===== src/rtl/sockit_spi_slv.sv =====
`timescale 1ns/1ps
// sockit SPI slave: oversamples SCLK/SS/MOSI in the clk domain, SDW-bit rx/tx word streams on MOSI/MISO.
// Optional LSB-first shifting is compiled in with SOCKIT_SPI_SLV_LSB_EN (adds the cfg_lsb port).

package sockit_spi_pkg;
    localparam int unsigned SDW = 8;
endpackage

module sockit_spi_slv #(
    parameter int unsigned SDW = sockit_spi_pkg::SDW,
    parameter int unsigned SDL = $clog2(SDW),
    parameter int unsigned SYN = 2
) (
    input  logic           clk,
    input  logic           rst,
    input  logic           cfg_pol,
    input  logic           cfg_pha,
`ifdef SOCKIT_SPI_SLV_LSB_EN
    input  logic           cfg_lsb,
`endif
    input  logic           spi_sclk_i,
    input  logic           spi_ss_i,
    input  logic [3:0]     spi_sio_i,
    output logic [3:0]     spi_sio_o,
    output logic [3:0]     spi_sio_e,
    input  logic           tx_vld,
    output logic           tx_rdy,
    input  logic [SDW-1:0] tx_dat,
    output logic           rx_vld,
    input  logic           rx_rdy,
    output logic [SDW-1:0] rx_dat,
    output logic           sts_ovf,
    output logic           sts_udr
);

    logic [SYN-1:0] sclk_s, ss_s, mosi_s;
    logic           sclk_d, ss_d;
    logic           sclk, ss, mosi;
    logic           lead, trail, smp, drv, ss_rise, wrap, load, lsb;
    logic [SDW-1:0] hold, tsr, rsr, ld_word;
    logic [SDL-1:0] cnt;
    logic           done_q, udr_pend, miso;
    logic           ld_first, tsr_first, tsr_next;
    logic [SDW-1:0] tsr_shift, rsr_shift;
    logic           unused_sio;

`ifdef SOCKIT_SPI_SLV_LSB_EN
    assign lsb = cfg_lsb;
`else
    assign lsb = 1'b0;
`endif

    assign unused_sio = ^spi_sio_i[3:1];

    // input synchronizers plus one delay stage for edge detection
    always_ff @(posedge clk or posedge rst) begin
        if (rst) begin
            sclk_s <= '0;
            ss_s   <= '0;
            mosi_s <= '0;
            sclk_d <= 1'b0;
            ss_d   <= 1'b0;
        end else begin
            sclk_s <= {sclk_s[SYN-2:0], spi_sclk_i};
            ss_s   <= {ss_s[SYN-2:0], spi_ss_i};
            mosi_s <= {mosi_s[SYN-2:0], spi_sio_i[0]};
            sclk_d <= sclk;
            ss_d   <= ss;
        end
    end

    assign sclk    = sclk_s[SYN-1];
    assign ss      = ss_s[SYN-1];
    assign mosi    = mosi_s[SYN-1];
    assign lead    = (sclk ^ sclk_d) & (sclk_d == cfg_pol);
    assign trail   = (sclk ^ sclk_d) & (sclk == cfg_pol);
    assign smp     = ss & (cfg_pha ? trail : lead);
    assign drv     = ss & (cfg_pha ? lead : trail);
    assign ss_rise = ss & ~ss_d;
    assign wrap    = ss & done_q;
    assign load    = ss_rise | wrap;

    assign ld_word   = tx_rdy ? '1 : hold;
    assign ld_first  = lsb ? ld_word[0] : ld_word[SDW-1];
    assign tsr_first = lsb ? tsr[0] : tsr[SDW-1];
    assign tsr_next  = lsb ? tsr[1] : tsr[SDW-2];
    assign tsr_shift = lsb ? {1'b0, tsr[SDW-1:1]} : {tsr[SDW-2:0], 1'b0};
    assign rsr_shift = lsb ? {mosi, rsr[SDW-1:1]} : {rsr[SDW-2:0], mosi};

    assign spi_sio_o = {2'b00, miso, 1'b0};
    assign spi_sio_e = {2'b00, ss_d, 1'b0};

    always_ff @(posedge clk or posedge rst) begin
        if (rst) begin
            hold     <= '0;
            tx_rdy   <= 1'b1;
            tsr      <= '0;
            rsr      <= '0;
            cnt      <= '0;
            done_q   <= 1'b0;
            udr_pend <= 1'b0;
            miso     <= 1'b0;
            rx_vld   <= 1'b0;
            rx_dat   <= '0;
            sts_ovf  <= 1'b0;
            sts_udr  <= 1'b0;
        end else begin
            sts_ovf <= 1'b0;
            sts_udr <= 1'b0;

            // tx holding register: emptied by a word load, filled by the tx handshake
            if (tx_vld && tx_rdy) begin
                hold <= tx_dat;
            end
            if (load && !tx_rdy) begin
                tx_rdy <= 1'b1;
            end else if (tx_vld && tx_rdy) begin
                tx_rdy <= 1'b0;
            end

            if (done_q) begin
                rx_dat  <= rsr;
                rx_vld  <= 1'b1;
                sts_ovf <= rx_vld & ~rx_rdy;
            end else if (rx_rdy) begin
                rx_vld <= 1'b0;
            end

            if (!ss) begin
                cnt      <= '0;
                done_q   <= 1'b0;
                udr_pend <= 1'b0;
                miso     <= 1'b0;
            end else begin
                done_q <= 1'b0;
                if (load) begin
                    tsr <= ld_word;
                    if (!cfg_pha) begin
                        miso <= ld_first;
                    end
                    // an empty load at wrap only counts once the next word actually starts
                    sts_udr  <= ss_rise & tx_rdy;
                    udr_pend <= wrap & tx_rdy;
                    cnt      <= '0;
                end else if (smp) begin
                    rsr <= rsr_shift;
                    if (cnt == SDL'(SDW - 1)) begin
                        done_q <= 1'b1;
                    end else begin
                        cnt <= cnt + SDL'(1);
                    end
                    if (udr_pend) begin
                        sts_udr  <= 1'b1;
                        udr_pend <= 1'b0;
                    end
                end else if (drv) begin
                    if (cnt == '0) begin
                        miso <= tsr_first;
                    end else begin
                        tsr  <= tsr_shift;
                        miso <= tsr_next;
                    end
                end
            end
        end
    end

endmodule

===== config.mk =====
export PLATFORM = sky130hd
export DESIGN_NAME = sockit_spi_slv
export DESIGN_NICKNAME = d
export VERILOG_FILES = /design/src/rtl/sockit_spi_slv.sv
export SDC_FILE = /design/constraint.sdc
export NUM_CORES = 1
export LEC_CHECK = 0
export ABC_AREA = 1
export BUFFER_PORTS_ARGS = -buffer_cell sky130_fd_sc_hd__buf_4
export CAP_MARGIN = 20
export CORE_MARGIN = 8
export CORE_UTILIZATION = 40
export DETAILED_ROUTE_END_ITERATION = 16
export PLACE_DENSITY = 0.65
export RECOVER_POWER = 100
export SETUP_SLACK_MARGIN = 0.2
export SLEW_MARGIN = 20
export SYNTH_ARGS = -nofsm -noshare
export SYNTH_HDL_FRONTEND = slang
export SYNTH_SLANG_ARGS = --single-unit

===== constraint.sdc =====
create_clock -name clk -period 1.5 [get_ports clk]
set_input_delay 0.075 -clock clk [delete_from_list [all_inputs] [get_ports clk]]
set_output_delay 0.075 -clock clk [all_outputs]
set_load 0.02 [all_outputs]

==> impl_metrics.json, run 1 <==
{
  "synth_top_family_by_area": "simple AND/OR/NAND/NOR gates",
  "drive_gt1_share_pct": 25.4,
  "p_sw_share_pct": 28.9,
  "grt.total_usage_pct": 11.7,
  "syn_area_mm2": 0.00226,
  "synth_commonest_cells": "nand2_1 (107), dfrtp_1 (49), nand3_1 (32)",
  "totalPowerFinal_mw": 3.35,
  "ant_nets": 0,
  "clkPwrFrac_pct": 29.4,
  "fin_tns_setup_ps": 0,
  "r2r_start": "done_q",
  "synth_area_leaders": "dfrtp_1 (54%), nand2_1 (18%), nand3_1 (7.1%), buf_4 (2.7%), buf_6 (2.0%)",
  "first_iter_violations": 72,
  "yosysTopAreaCell": "dfrtp_1",
  "pwr-share-seq_pct": 51.1,
  "worstSetupStartpoint": "done_q",
  "ioPinCount": 40,
  "r2r-end": "cnt[2]",
  "core_mm2": 0.00547,
  "power_switching_uw": 966,
  "finalCriticalPeriod_ps": 1310,
  "cts-root-buf": "clkbuf_8",
  "rsz0062_at_grt": "yes",
  "finalSetupViolations": 0,
  "synth-simple-area-share_pct": 31.2,
  "fp.dieW_um": 91.2,
  "crit_type": "flop to flop",
  "worstSkewPairLatency_ps": 300,
  "slew_violations": 0,
  "syn_area_per_cell_um2": 8.70,
  "antenna_found_initial": 0,
  "clock_skew_ps": 5.44,
  "total_leakage_power_nw": 1.51,
  "crit_path_start_kind": "flop",
  "p_int_mw": 2.38,
  "routed_wl_mm": 4.66,
  "rows": 27,
  "clk_path_buf_depth": 2,
  "max_slew_margin_pct": 55.6,
  "grt_pass1_vias": 1805,
  "status": "complete, no violations",
  "syn_inst": 260,
  "clock-sinks": 50,
  "initial_utilization_pct": 41.3,
  "rrSetupSlack_ps": 190,
  "whs_ps": 133,
  "drcViolationCount": 0,
  "synth_edf_count": 0,
  "synthMostInstantiatedCell": "nand2_1",
  "max_freq_mhz": 764,
  "worst_setup_path_end_kind": "flop",
  "vias": 1797,
  "place.detailed.hpwl_mm": 2.96,
  "synth_mux_area_share_pct": 0,
  "tightestPinTransition_ps": 666,
  "viasPerCell": 4.64,
  "cts_buffers": 5,
  "ys_warn_count": 0,
  "hold_violations": 0,
  "p_per_area_mw_per_mm2": 1130,
  "p_comb_share_pct": 19.5,
  "grt_max_degree": 51,
  "hp-class": "input port to flop",
  "antenna_cells": 0,
  "r2r_cells": 7,
  "wl_per_cell_um": 12.0,
  "die_h_um": 91.2,
  "routabilityCongestion": 0.765,
  "pre_cts_slack_ps": 159,
  "crit_fanout": 8,
  "ys.flop_type": "dfrtp_1",
  "synth-seq-cells": 50,
  "drt-pass1-iter-count": 4,
  "async_flop_share_pct": 100,
  "final_nets": 337,
  "required_ps": 1700,
  "clkTransAtPathRegs_ps": 90,
  "synth_cell_types": 27,
  "yosysTopAreaCellShare_pct": 54.2,
  "vdd_drop_max_v": 0.000625,
  "synth_fa_ha_area_share_pct": 1.66,
  "htree_levels": 2,
  "fin_ws_ps": 191,
  "grt_pass1_wl_mm": 8.01,
  "fin_crit_sh_pct": 87.3,
  "synthXorXnorAreaFrac_pct": 0,
  "cts_tree": "done",
  "io_buffers": 30,
  "grt_remaining_overflow": 0,
  "crit_arrival_ps": 1510,
  "maxCapViolCount": 0,
  "ys_seq_area_share_pct": 55.4,
  "critPathCapture": "cnt[2]",
  "design.die.area_mm2": 0.00831,
  "synth_compound_area_share_pct": 4.10,
  "syn2layout_area_growth_pct": 30.9
}
[kinds of logic after synthesis]
family	Yosys count
other	1
and+or+nand+nor	162
buffers and inverters	29
AOI/OAI and AO/OA	15
DFF	50
adders and majority gates	3
[per-stage QoR]
step	cells	area (um2)	util, %
5_1_grt	387	2960	54.1
4_1_cts	383	2900	53.0
3_5_place_dp	359	2540	46.4
6_report	387	2960	54.1
2_1_floorplan	265	2280	-
3_3_place_gp	359	2540	46.4
[metal layers]
metal / track usage [%] / vias to the layer above / wire, um
met1: 13.0 / 838 / 2090
met4: 4.64 / 0 / 72
met3: 4.20 / 6 / 237
met5: 0 / - / 0
li1: - / 920 / -
met2: 19.8 / 33 / 2260
[final cells by class]
| class | count | area, um2 |
|---|---|---|
| inverter | 15 | 57.6 |
| fill | 505 | 2510 |
| tap | 72 | 90.1 |
| sequential | 50 | 1250 |
| clock buffer | 7 | 86.3 |
| timing repair buffer | 56 | 413 |
| multi-input combinational | 186 | 1030 |
| clock inverter | 1 | 30.0 |
[registers in the layout, indices dropped and copies added, names as in the netlist]
register and flops:
udr_pend 1, cnt 3, done_q 1, rx_vld 1
mosi_s 2, hold 8, ss_s 2, sclk_d 1
sts_ovf 1, ss_d 1, tsr 8, miso 1
sts_udr 1, tx_rdy 1, rsr 8, rx_dat 8
sclk_s 2
[what timing repair did]
item | CTS | global route
hold endpoints to repair | 62 | 0
gates resized for setup | 22 | 28
setup buffers | 3 | 4
endpoints found under the setup margin | 14 | 25
hold buffers | 13 | 0
pin swaps | 6 | 15
gates cloned | 0 | 0
[critical path, cell delays in order, from the launching register on]
cell and delay (ps):
dfrtp_1 390, inv_1 100, nand2_4 90, nor2_4 250
buf_4 180, nand2_4 60, nand3b_1 80, nand2_1 60
[worst min-delay path by stage]
stage | start | endpoint | slack (ps) | cells after the start
CTS | cfg_pha | miso | 90 | 4
detailed placement | rst | sclk_s[1] | 150 | 3
floorplan | spi_sio_i[0] | mosi_s[0] | 110 | 0
global route | tx_vld | hold[7] | 150 | 4
finish | tx_vld | hold[5] | 130 | 4
global placement | rst | sclk_s[1] | 150 | 3
[cell usage in the layout (no fill, tap or decap), drive strengths merged, types with 3 or more instances in the layout]
cell type	count
nand3	34
nor2	10
buf	23
inv	14
o21ai	12
dlygate4sd3	13
conb	6
nand2	112
nor3	3
clkbuf	27
dfrtp	49
ha	3
[power groups by stage]
stage | sequential, mW | clock [mW] | combinational (mW)
detailed placement | 1.73 | 0 | 0.543
CTS | 1.72 | 0.998 | 0.610
global placement | 1.73 | 0 | 0.527
floorplan | 1.69 | 0 | 0.435
global route | 1.74 | 1.06 | 0.753
finish | 1.71 | 0.985 | 0.654
Note: power is estimated with default switching activity, not from simulation.
==> inputs of run 2 (changes only) <==
--- a/config.mk
+++ b/config.mk
@@ -5,13 +5,11 @@
 export SDC_FILE = /design/constraint.sdc
 export NUM_CORES = 1
 export LEC_CHECK = 0
-export ABC_AREA = 1
 export BUFFER_PORTS_ARGS = -buffer_cell sky130_fd_sc_hd__buf_4
 export CAP_MARGIN = 20
 export CORE_MARGIN = 8
 export CORE_UTILIZATION = 40
 export DETAILED_ROUTE_END_ITERATION = 16
-export PLACE_DENSITY = 0.65
 export RECOVER_POWER = 100
 export SETUP_SLACK_MARGIN = 0.2
 export SLEW_MARGIN = 20
==> impl_metrics.json, run 2 <==
{
  "viasPerCell": 5.05,
  "mostFrequentLayoutCell": "dfrtp_1",
  "pre_cts_slack_ps": -77.1,
  "p_int_mw": 2.45,
  "clock_skew_ps": 3.40,
  "initial_utilization_pct": 40.5,
  "syn_inst": 171,
  "clkTransAtPathRegs_ps": 90,
  "wl_per_cell_um": 16.0,
  "antenna_cells": 0,
  "postPlaceCellArea_mm2": 0.00259,
  "finalSetupViolations": 0,
  "cts-root-buf": "clkbuf_8",
  "htree_levels": 2,
  "p_comb_share_pct": 19.8,
  "rsz0062_at_grt": "yes",
  "p_sw_share_pct": 26.7,
  "p_per_area_mw_per_mm2": 1160,
  "yosysTopAreaCell": "dfrtp_1",
  "worstSkewPairLatency_ps": 300,
  "syn2layout_area_growth_pct": 31.3,
  "power_switching_uw": 894,
  "maxCapViolCount": 0,
  "cts_tree": "done",
  "fin_util_pct": 53.2,
  "max_slew_margin_pct": 46.0,
  "cts_buffers": 5,
  "ys.flop_type": "dfrtp_1",
  "dp.cells": 276,
  "max_freq_mhz": 675,
  "status": "complete, no violations",
  "layout_common_cells": "dfrtp_1 (47), buf_4 (26), mux2_2 (16), clkbuf_1 (14), dlygate4sd3_1 (11)",
  "clock-sinks": 50,
  "synth_area_leaders": "dfrtp_1 (56%), mux2_2 (8.7%), mux2_4 (5.5%), o22a_1 (2.8%), buf_4 (2.7%)",
  "async_flop_share_pct": 100,
  "hold_violations": 0,
  "synth_edf_count": 0,
  "totalPowerFinal_mw": 3.35,
  "slew_violations": 0,
  "io_buffers": 30,
  "vdd_drop_max_v": 0.000772,
  "finalCriticalPeriod_ps": 1480,
  "place.detailed.hpwl_mm": 3.27,
  "ys_warn_count": 0,
  "vias": 1525,
  "final_nets": 252,
  "fin_ws_ps": 18.4,
  "routed_wl_mm": 4.85,
  "postLayoutCellArea_mm2": 0.00288,
  "num-fill-cells": 481,
  "grt_max_degree": 31,
  "grt_pass1_wl_mm": 7.89,
  "crit_arrival_ps": 1690,
  "drt-pass1-iter-count": 4,
  "grt.total_usage_pct": 11.9,
  "synth_cell_types": 39,
  "crit_path_start_kind": "flop",
  "synth-seq-cells": 50,
  "antenna_found_initial": 0,
  "ys_seq_area_share_pct": 57.2,
  "routabilityCongestion": 0.759,
  "syn_area_per_cell_um2": 12.8,
  "crit_fanout": 5,
  "clk_path_buf_depth": 2,
  "first_iter_violations": 112,
  "ant_nets": 0,
  "grt_remaining_overflow": 0,
  "pwr-share-seq_pct": 51.8,
  "core_mm2": 0.00541,
  "fp.dieW_um": 90.0,
  "die_h_um": 90.0,
  "rows": 27,
  "fin_tns_setup_ps": 0,
  "worst_setup_path_end_kind": "flop",
  "synthMostInstantiatedCell": "dfrtp_1",
  "total_leakage_power_nw": 1.29,
  "layoutNonFillerInstCount": 302,
  "yosysTopAreaCellShare_pct": 56.0,
  "drcViolationCount": 0,
  "hp-class": "input port to flop",
  "synth_commonest_cells": "dfrtp_1 (49), mux2_2 (17), nor2_1 (9)",
  "whs_ps": 5.36,
  "crit_type": "flop to flop",
  "drive_gt1_share_pct": 39.1,
  "syn_area_mm2": 0.00219,
  "clkPwrFrac_pct": 28.4,
  "required_ps": 1710,
  "ioPinCount": 40,
  "grt_pass1_vias": 1594,
  "design.die.area_mm2": 0.00810,
  "fin_crit_sh_pct": 98.8,
  "tightestPinTransition_ps": 808
}
-- run 2: changes by cell type after synthesis, moves of 7 or more --
cell / delta
o22a_1: +7
nand3_1: -29
mux2_4: +8
mux2_2: +17
nand2_1: -103
-- run 2: layout make-up --
class	instances	area [um2]	share of cell area (%)
timing repair buffer	60	444	15.4
sequential	50	1250	43.6
multi-input combinational	106	955	33.2
tap	72	90.1	3.13
inverter	6	22.5	0.783
clock inverter	2	37.5	1.30
clock buffer	6	72.6	2.52
-- run 2: logic make-up after synthesis --
logic type,synth area share (%)
AO/OA/AOI/OAI,9.31
XOR/XNOR,0.743
adder cells (fa/ha/maj),1.71
buffers and inverters,4.97
flip-flops,57.2
multiplexers,16.7
other,0.171
AND/OR/NAND/NOR,9.25
-- run 2: worst paths after layout --
kind / startpoint / end / slack [ps] / cells after the start
max: cnt[1] / cnt[1] / 20 / 4
min: tx_dat[7] / hold[7] / 5 / 2
max reg2reg: cnt[1] / cnt[1] / 20 / 4
min reg2reg: ss_s[0] / ss_s[1] / 360 / 0
max in group asynchronous: rst / tx_rdy / 320 / 4
min in group asynchronous: rst / rx_vld / 480 / 3
-- run 2: power by group through the flow --
stage / clock, mW / sequential (mW) / combinational [mW]
global placement: 0 / 1.75 / 0.590
global route: 1.02 / 1.76 / 0.719
detailed placement: 0 / 1.76 / 0.613
finish: 0.949 / 1.73 / 0.663
CTS: 0.960 / 1.74 / 0.660
floorplan: 0 / 1.72 / 0.465
-- run 2: repair_timing --
item                                    CTS  global route
gates cloned                              1             0
gates resized for setup                  15             4
hold buffers                              6             5
endpoints found under the setup margin   23            34
buffers inserted                          4             2
hold endpoints to repair                 25             5
pin swaps                                15             4
-- run 2: per-layer routing --
metal / global-route usage, % / routed length (um) / vias up
met5: 0 / 0 / -
met4: 4.58 / 88 / 0
met3: 3.91 / 212 / 8
met2: 19.4 / 2410 / 39
met1: 14.3 / 2130 / 769
li1: - / - / 709
-- run 2: critical path, stage by stage, from the launching register on --
cell and delay, ps:
dfrtp_1 410, ha_2 200, ha_4 170, or4b_1 530, o31ai_1 90
